[src/rtl/alu_exec_unit.sv]
// MIPS execute-stage ALU with a one-deep registered, valid/ready result slot.
// Define ALU_MULDIV_EN to add the iterative MULTU path (MUL/DONE states, hi word).
module alu_exec_unit #(
    parameter int WIDTH = 32
) (
    input  logic             clk,
    input  logic             rst_n,
    input  logic             in_valid,
    output logic             in_ready,
    input  logic [1:0]       alu_op,
    input  logic [5:0]       funct,
    input  logic [WIDTH-1:0] a,
    input  logic [WIDTH-1:0] b,
    output logic             out_valid,
    input  logic             out_ready,
    output logic [WIDTH-1:0] result,
    output logic [WIDTH-1:0] hi,
    output logic             zero,
    output logic             illegal
);

    localparam int SHW = $clog2(WIDTH);

    typedef enum logic [3:0] {
        OP_ADD, OP_SUB, OP_AND, OP_OR, OP_NOR,
        OP_SLT, OP_SLL, OP_SRL, OP_MULTU, OP_ILL
    } op_e;

    op_e              op;
    logic [WIDTH-1:0] alu_res;
    logic             is_mul;
    logic             in_fire;
    logic             mul_busy;
    logic             mul_done;
    logic [WIDTH-1:0] prod_lo;
    logic [WIDTH-1:0] prod_hi;

    logic             out_valid_q, out_valid_d;
    logic [WIDTH-1:0] result_q, result_d;
    logic [WIDTH-1:0] hi_q, hi_d;
    logic             zero_q, zero_d;
    logic             illegal_q, illegal_d;

    always_comb begin
        op = OP_ILL;
        case (alu_op)
            2'b01, 2'b10: op = OP_ADD;
            2'b11:        op = OP_SUB;
            default: begin
                case (funct)
                    6'b100000: op = OP_ADD;
                    6'b100010: op = OP_SUB;
                    6'b100100: op = OP_AND;
                    6'b100101: op = OP_OR;
                    6'b100111: op = OP_NOR;
                    6'b101010: op = OP_SLT;
                    6'b000000: op = OP_SLL;
                    6'b000010: op = OP_SRL;
`ifdef ALU_MULDIV_EN
                    6'b011001: op = OP_MULTU;
`endif
                    default:   op = OP_ILL;
                endcase
            end
        endcase
    end

    always_comb begin
        alu_res = '0;
        case (op)
            OP_ADD: alu_res = a + b;
            OP_SUB: alu_res = a - b;
            OP_AND: alu_res = a & b;
            OP_OR:  alu_res = a | b;
            OP_NOR: alu_res = ~(a | b);
            OP_SLT: alu_res = {{(WIDTH-1){1'b0}}, ($signed(a) < $signed(b))};
            OP_SLL: alu_res = a << b[SHW-1:0];
            OP_SRL: alu_res = a >> b[SHW-1:0];
            default: alu_res = '0;
        endcase
    end

    assign is_mul   = (op == OP_MULTU);
    assign in_ready = !mul_busy && (!out_valid_q || out_ready);
    assign in_fire  = in_valid && in_ready;

`ifdef ALU_MULDIV_EN
    typedef enum logic [1:0] {S_IDLE, S_MUL, S_DONE} state_e;

    state_e             state_q, state_d;
    logic [SHW-1:0]     cnt_q, cnt_d;
    logic [WIDTH-1:0]   mcand_q, mcand_d;
    logic [2*WIDTH-1:0] prod_q, prod_d;
    logic [WIDTH:0]     step_sum;

    // Right-shifting shift-add: the multiplier sits in the low half of prod_q
    // and is consumed one bit per step while the partial product grows from the top.
    always_comb begin
        state_d  = state_q;
        cnt_d    = cnt_q;
        mcand_d  = mcand_q;
        prod_d   = prod_q;
        step_sum = {1'b0, prod_q[2*WIDTH-1:WIDTH]} + (prod_q[0] ? {1'b0, mcand_q} : '0);
        case (state_q)
            S_IDLE: begin
                if (in_fire && is_mul) begin
                    state_d = S_MUL;
                    cnt_d   = '0;
                    mcand_d = a;
                    prod_d  = {{WIDTH{1'b0}}, b};
                end
            end
            S_MUL: begin
                prod_d = {step_sum, prod_q[WIDTH-1:1]};
                cnt_d  = cnt_q + SHW'(1);
                if (cnt_q == SHW'(WIDTH-1)) state_d = S_DONE;
            end
            S_DONE:  state_d = S_IDLE;
            default: state_d = S_IDLE;
        endcase
    end

    always_ff @(posedge clk or negedge rst_n) begin
        if (!rst_n) begin
            state_q <= S_IDLE;
            cnt_q   <= '0;
            mcand_q <= '0;
            prod_q  <= '0;
        end else begin
            state_q <= state_d;
            cnt_q   <= cnt_d;
            mcand_q <= mcand_d;
            prod_q  <= prod_d;
        end
    end

    assign mul_busy = (state_q != S_IDLE);
    assign mul_done = (state_q == S_DONE);
    assign prod_lo  = prod_q[WIDTH-1:0];
    assign prod_hi  = prod_q[2*WIDTH-1:WIDTH];
`else
    assign mul_busy = 1'b0;
    assign mul_done = 1'b0;
    assign prod_lo  = '0;
    assign prod_hi  = '0;
`endif

    // Accepting a multiply frees the slot; its result lands later from DONE.
    always_comb begin
        out_valid_d = out_valid_q;
        result_d    = result_q;
        hi_d        = hi_q;
        zero_d      = zero_q;
        illegal_d   = illegal_q;
        if (in_fire) begin
            if (is_mul) begin
                out_valid_d = 1'b0;
            end else begin
                out_valid_d = 1'b1;
                result_d    = alu_res;
                hi_d        = '0;
                zero_d      = (alu_res == '0);
                illegal_d   = (op == OP_ILL);
            end
        end else if (mul_done) begin
            out_valid_d = 1'b1;
            result_d    = prod_lo;
            hi_d        = prod_hi;
            zero_d      = (prod_lo == '0);
            illegal_d   = 1'b0;
        end else if (out_valid_q && out_ready) begin
            out_valid_d = 1'b0;
        end
    end

    always_ff @(posedge clk or negedge rst_n) begin
        if (!rst_n) begin
            out_valid_q <= 1'b0;
            result_q    <= '0;
            hi_q        <= '0;
            zero_q      <= 1'b0;
            illegal_q   <= 1'b0;
        end else begin
            out_valid_q <= out_valid_d;
            result_q    <= result_d;
            hi_q        <= hi_d;
            zero_q      <= zero_d;
            illegal_q   <= illegal_d;
        end
    end

    assign out_valid = out_valid_q;
    assign result    = result_q;
    assign hi        = hi_q;
    assign zero      = zero_q;
    assign illegal   = illegal_q;

endmodule
[config.mk]
export PLATFORM = sky130hd
export DESIGN_NAME = alu_exec_unit
export DESIGN_NICKNAME = d
export VERILOG_FILES = /design/src/rtl/alu_exec_unit.sv
export SDC_FILE = /design/constraint.sdc
export NUM_CORES = 1
export LEC_CHECK = 0
export ABC_AREA = 1
export CAP_MARGIN = 20
export CORE_ASPECT_RATIO = 1.25
export CORE_MARGIN = 10
export CORE_UTILIZATION = 40
export DETAILED_ROUTE_END_ITERATION = 6
export PLACE_DENSITY = 0.68
export SLEW_MARGIN = 20
export SYNTH_ARGS = -nofsm -noshare
export SYNTH_HDL_FRONTEND = slang
export SYNTH_SLANG_ARGS = --single-unit
[constraint.sdc]
create_clock -name clk -period 1.5 [get_ports clk]
set_input_delay 0.225 -clock clk [delete_from_list [all_inputs] [get_ports clk]]
set_output_delay 0.225 -clock clk [all_outputs]
set_load 0.02 [all_outputs]
; ---- Yosys cells after proc, flatten, opt, wreduce, memory -nomap -nowiden
; Index checks and enable logic that the tools add are counted.
[classes]
addsub = 2
n_lt_le_gt_ge = 1
eq_ne = 19
shifts = 2
muxes = 6
n_bitwise = 4
n_reduce_logical = 10
[op_table]
columns = cell, n
row1 = $pmux 32 s8, 1
row2 = $eq 6x6->1 const B, 6
row3 = $add 32x32->32, 1
row4 = $and 32x32->32, 1
row5 = $logic_not 32->1, 1
row6 = $lt 32x32->1, 1
row7 = $not 32->32, 1
row8 = $or 32x32->32, 1
row9 = $pmux 4 s8, 1
row10 = $shl 32x5->32, 1
row11 = $shr 32x5->32, 1
row12 = $sub 32x32->32, 1
row13 = $eq 4x3->1 const B, 4
row14 = $eq 4x2->1 const B, 2
row15 = $eq 4x4->1 const B, 2
row16 = $pmux 4 s2, 1
row17 = $eq 6x2->1 const B, 1
row18 = $logic_not 6->1, 1
row19 = $eq 2x2->1 const B, 2
row20 = $eq 4x1->1 const B, 1
row21 = $logic_not 4->1, 1
row22 = $mux 1, 3
row23 = $eq 2x1->1 const B, 1
row24 = $logic_and 1x1->1, 2
row25 = 6 further kinds, 6
[totals]
reg_bits = 35
in_bits = 76
output_inout_bits = 68
elab_cells = 48

; ---- Depth between registers and ports, before layout
[depth]
ltp_word = 6
depth_mapped = 27
mapped_depth_nobuf = 23

; ---- Least setup slack after synthesis
; No wires, ideal clock.
[synth_timing]
kind = in2reg
startpoint = input b[4]
endpoint = register zero_q, in the netlist zero
setup_ps = 66
t_arrival_ps = 2893
required_time_ps = 1434
setup_slack_ps = -1459
stages = 23
n_path_buf = 4
path_cell_list = buf_2 -> clkinv_1 -> clkbuf_1 -> clkbuf_1 -> ha_1 -> clkbuf_1 -> nor2_1 -> nand3_1 -> nand3_1 -> nand2_1 -> a21boi_1 -> nand2_1 -> nand3_1 -> nand2_1 -> nand3_1 -> nand2_1 -> inv_1 -> nand2_1 -> nor2_1 -> nand2_1 -> nor2_1 -> nand2_1 -> nand2_1
[synth_between]
elab_chain_len = 4
word_cells_on_any_way = 10
cone_classes = add/sub (2) / order compare (1) / shift (2) / mux (1) / bitwise (3) / reduce/logical (1)
[synth_rtl]
columns = item, line
row1 = start: declaration, 13  ; input logic [WIDTH-1:0] b,
row2 = branches (longest 2 deep; another with $sub 32x32->32), n/a
row3 = $pmux 32 s8 *, 70  ; case (op)
row4 = $logic_not 32->1 *, 162  ; zero_d = (alu_res == '0);
row5 = end signal: assignment, 187  ; zero_q <= zero_d;
row6 = end: declaration, 41  ; logic zero_q, zero_d;
; Mark *: on every way between the ends.
; A chain may end at the register's enable or synchronous reset.

; ---- Worst setup path after layout
[layout_timing]
startpoint = input b[9]
endpoint = register zero_q, in the netlist zero
; Same word-level chain as after synthesis.

==> run_results.csv <==
group,metric,value,unit
critical_path,ff2ff_path_depth,6,
critical_path,worstSetupStartpoint,"b[9]",
critical_path,cp.arrival,2.77,ns
timing,finalSetupViolations,33,
global_route,first_global_vias,19600,
clock_tree,cts_root_buffer,"clkbuf_16",
critical_path,crit_fanout,6,
die,start_util,40.9,%
yosys,synth_cell_types,40,
global_route,grt_max_degree,64,
critical_path,reg2reg_slack,-0.05,ns
pwr,irDropWorstVdd,423,µV
finish,final_common_cell,"buf_4",
placed_design,dp_hpwl,60000,µm
finish,layout_common_cells,"buf_4 (568), nand2_1 (555), nand3_1 (316)",
routing,viasPerCell,5.85,
clock_tree,htree_levels,2,
global_route,overflow,0,
finish,diodes,0,
routing,wl_per_cell,23.9,µm
timing,hold_viol_final,0,
run,drv_cap,0,
clock_tree,cts_tree,"built",
timing,whs,0.333,ns
critical_path,slowest_delay,0.30,ns
critical_path,start_kind,"primary input",
worst_hold_path,hold_path_class,"primary input to async pin",
global_route,antenna_found_initial,1,
run_status,status,"complete, but fails checks",
timing,final.setup_skew,0.00310,ns
routing,drt-initial-drc-count,2045,
clock_tree,clkSlewWorstSetupHoldPaths,0.06,ns
timing,timing.final.ws_setup,-1.05,ns
placed_design,port-buffer-count,111,
die,io_pins,144,
clock_tree,cts.path.max_buffers,2,
finish,drive_above_1_share,51.2,%
timing,rsz0062_at_grt,"yes",
critical_path,worstSetupPathType,"primary input to register",
routing,first_pass_iters,7,
clock_tree,clock_sinks,35,
critical_path,r2r-end,"result[15]",
timing,max_freq,392,MHz
finish,fin_nets,3267,
timing,maxSlewHeadroom,60.1,%
routing,drc,0,
global_route,grt_pass1_wl,117000,µm
run_status,violations,"negative setup slack",
critical_path,crit_path_end_kind,"register",
yosys,synth_area,0.0120,mm²
global_route,grtUsageTotal,40.4,%
timing,period_share,170,%
die,die-area,0.0375,mm²
yosys,synthTopCellsByArea,"nand2_1 (24%), nand3_1 (17%), ha_1 (12%)",
yosys,yosysWarnings,0,
yosys,yosys.area.top_type_share,24.2,%
pwr,fin_total_pwr,13000,µW
die,die_y,214,µm
critical_path,cp_common_cell,"nand2_1",
die,fp.dieW,175,µm
die,design.core.area,0.0294,mm²
critical_path,worstPathCellList,"buf_2, inv_2, ha_4, buf_8, inv_1, nand2_1, nand2_2, nand2_1, nand2_2, inv_2, nand3_2, nand2_1, nand2_2, nand4_1, nand2_2, nor2_4, nand2_2, nor2_4, nand2_1, nor2_2, nand2_1, nor2_1, nand2_1, nand2_1",
pwr,p_leak,0.0119,µW
die,rows,70,
critical_path,worst-path-buf-inv,5,
critical_path,cp_data_required_time,1.72,ns
critical_path,critical_path_cell_count,24,
timing,finalMaxSlewViolations,0,
yosys,syn_avg_cell_area,5.09,µm²
critical_path,crit_path_end,"zero",
critical_path,critPathTopFamily,"simple AND/OR/NAND/NOR gates",
routing,vias,20300,
yosys,yosysSeqAreaShare,7.28,%
critical_path,critPathSlowestCell,"ha_4",
yosys,synth-seq-cells,35,
placed_design,place_congestion,1.08,
routing,routed_wl,82900,µm
finish,synthToLayoutAreaGrowth,92.0,%
routing,final_antenna_net_count,0,
yosys,synthCells,2363,
clock_tree,clk_latency,0.29,ns
critical_path,r2r_start,"out_valid",
clock_tree,postCtsHoldBufs,0,
timing,tightestPinTransition,0.598,ns
yosys,yosys.area.top_type,"nand2_1",
clock_tree,cts_buffers,5,
timing,fin_crit,2.55,ns
pwr,power.density,565,mW/mm²
## registers in the layout, summed over array words and instances (netlist names)
name	cells
zero	1
result	32
out_valid	1
illegal	1
## worst register-to-register path: cells and delay by family (launching register included)
family	cells	cell delay (ns)
DFF	1	0.34
buffers and inverters	2	0.52
and+or+nand+nor	3	0.51
AOI/OAI and AO/OA	1	0.05
## routing by layer
layer / track usage [%] / vias up / part of all wire [%]
met5: 0.536 / - / 0
met4: 33.0 / 0 / 11
met3: 7.04 / 553 / 10
met2: 68.3 / 1451 / 46
met1: 43.1 / 9401 / 33
li1: - / 8906 / -
## cell families (layout without fill, tap and decap cells)
group | Yosys count | after routing | share of synthesized area (%)
adders and majority gates | 115 | 115 | 12.1
buffers and inverters | 453 | 1135 | 15.6
other | 1 | 32 | 0.0312
DFF | 35 | 35 | 7.28
xor gates and xnor gates | 17 | 17 | 1.24
and+or+nand+nor | 1536 | 1537 | 54.4
AOI/OAI and AO/OA | 206 | 206 | 9.45
## final cells by class
class | count | area, µm²
Tap cell | 396 | 495
Fill cell | 2139 | 6320
Timing Repair Buffer | 805 | 6980
Inverter | 322 | 1360
Sequential cell | 35 | 876
Clock buffer | 6 | 129
Multi-Input combinational cell | 1907 | 13200
Clock inverter | 2 | 60.1
## per-stage QoR
stage                     instance area (µm²)  setup WS (ns)  cells  utilization, %  TNS (ns)
after global routing                    23100          -1.19   3473            78.5    -25.81
after detailed placement                17500          -2.12   3317            59.5    -55.39
after CTS                               21700         -0.802   3448            73.9    -18.32
after global placement                  17500          -2.23   3317            59.5    -54.92
final                                   23100          -1.05   3473            78.5    -24.28
after floorplan                         12600         -0.873   2394               -    -17.94
## worst min path at each step
| stage | from | to | slack [ns] | depth (start not counted) |
|---|---|---|---|---|
| detailed placement | result[5] | result[5] | 0.47 | 2 |
| global placement | result[5] | result[5] | 0.47 | 2 |
| global route | rst_n | out_valid | 0.35 | 2 |
| CTS | rst_n | result[31] | 0.34 | 2 |
| floorplan | rst_n | illegal | -0.07 | 0 |
| finish | rst_n | out_valid | 0.33 | 2 |
## timing repair
item,CTS,global route
pin swaps,298,174
resized for setup,1166,308
endpoints found under the setup margin,49,46
gates cloned,5,0
endpoints found under the hold margin,0,0
buffers inserted,126,28
## power by group
part           switching, µW  leakage [µW]  internal, µW
logic                   5960        0.0114          4360
clock network            449     0.0000911           955
registers                184      0.000429          1140
total                   6590        0.0119          6450
## synth_stat cells (all sizes together)
library cell and count:
nand2 776, nand3 421, inv 317, nor2 263
ha 113, o21ai 84, buf 82, a21oi 75
clkbuf 49, nand4 42, dfrtp 35, nor3 15
xor2 15, a31oi 13, o21bai 12, and2 11
o211ai 11, clkinv 5, o22ai 5, or2 4
a21boi 2, fa 2, nand3b 2, nor4 2
o21a 2, o31ai 2, xnor2 2, conb 1
(Power assumes the default switching activity.)
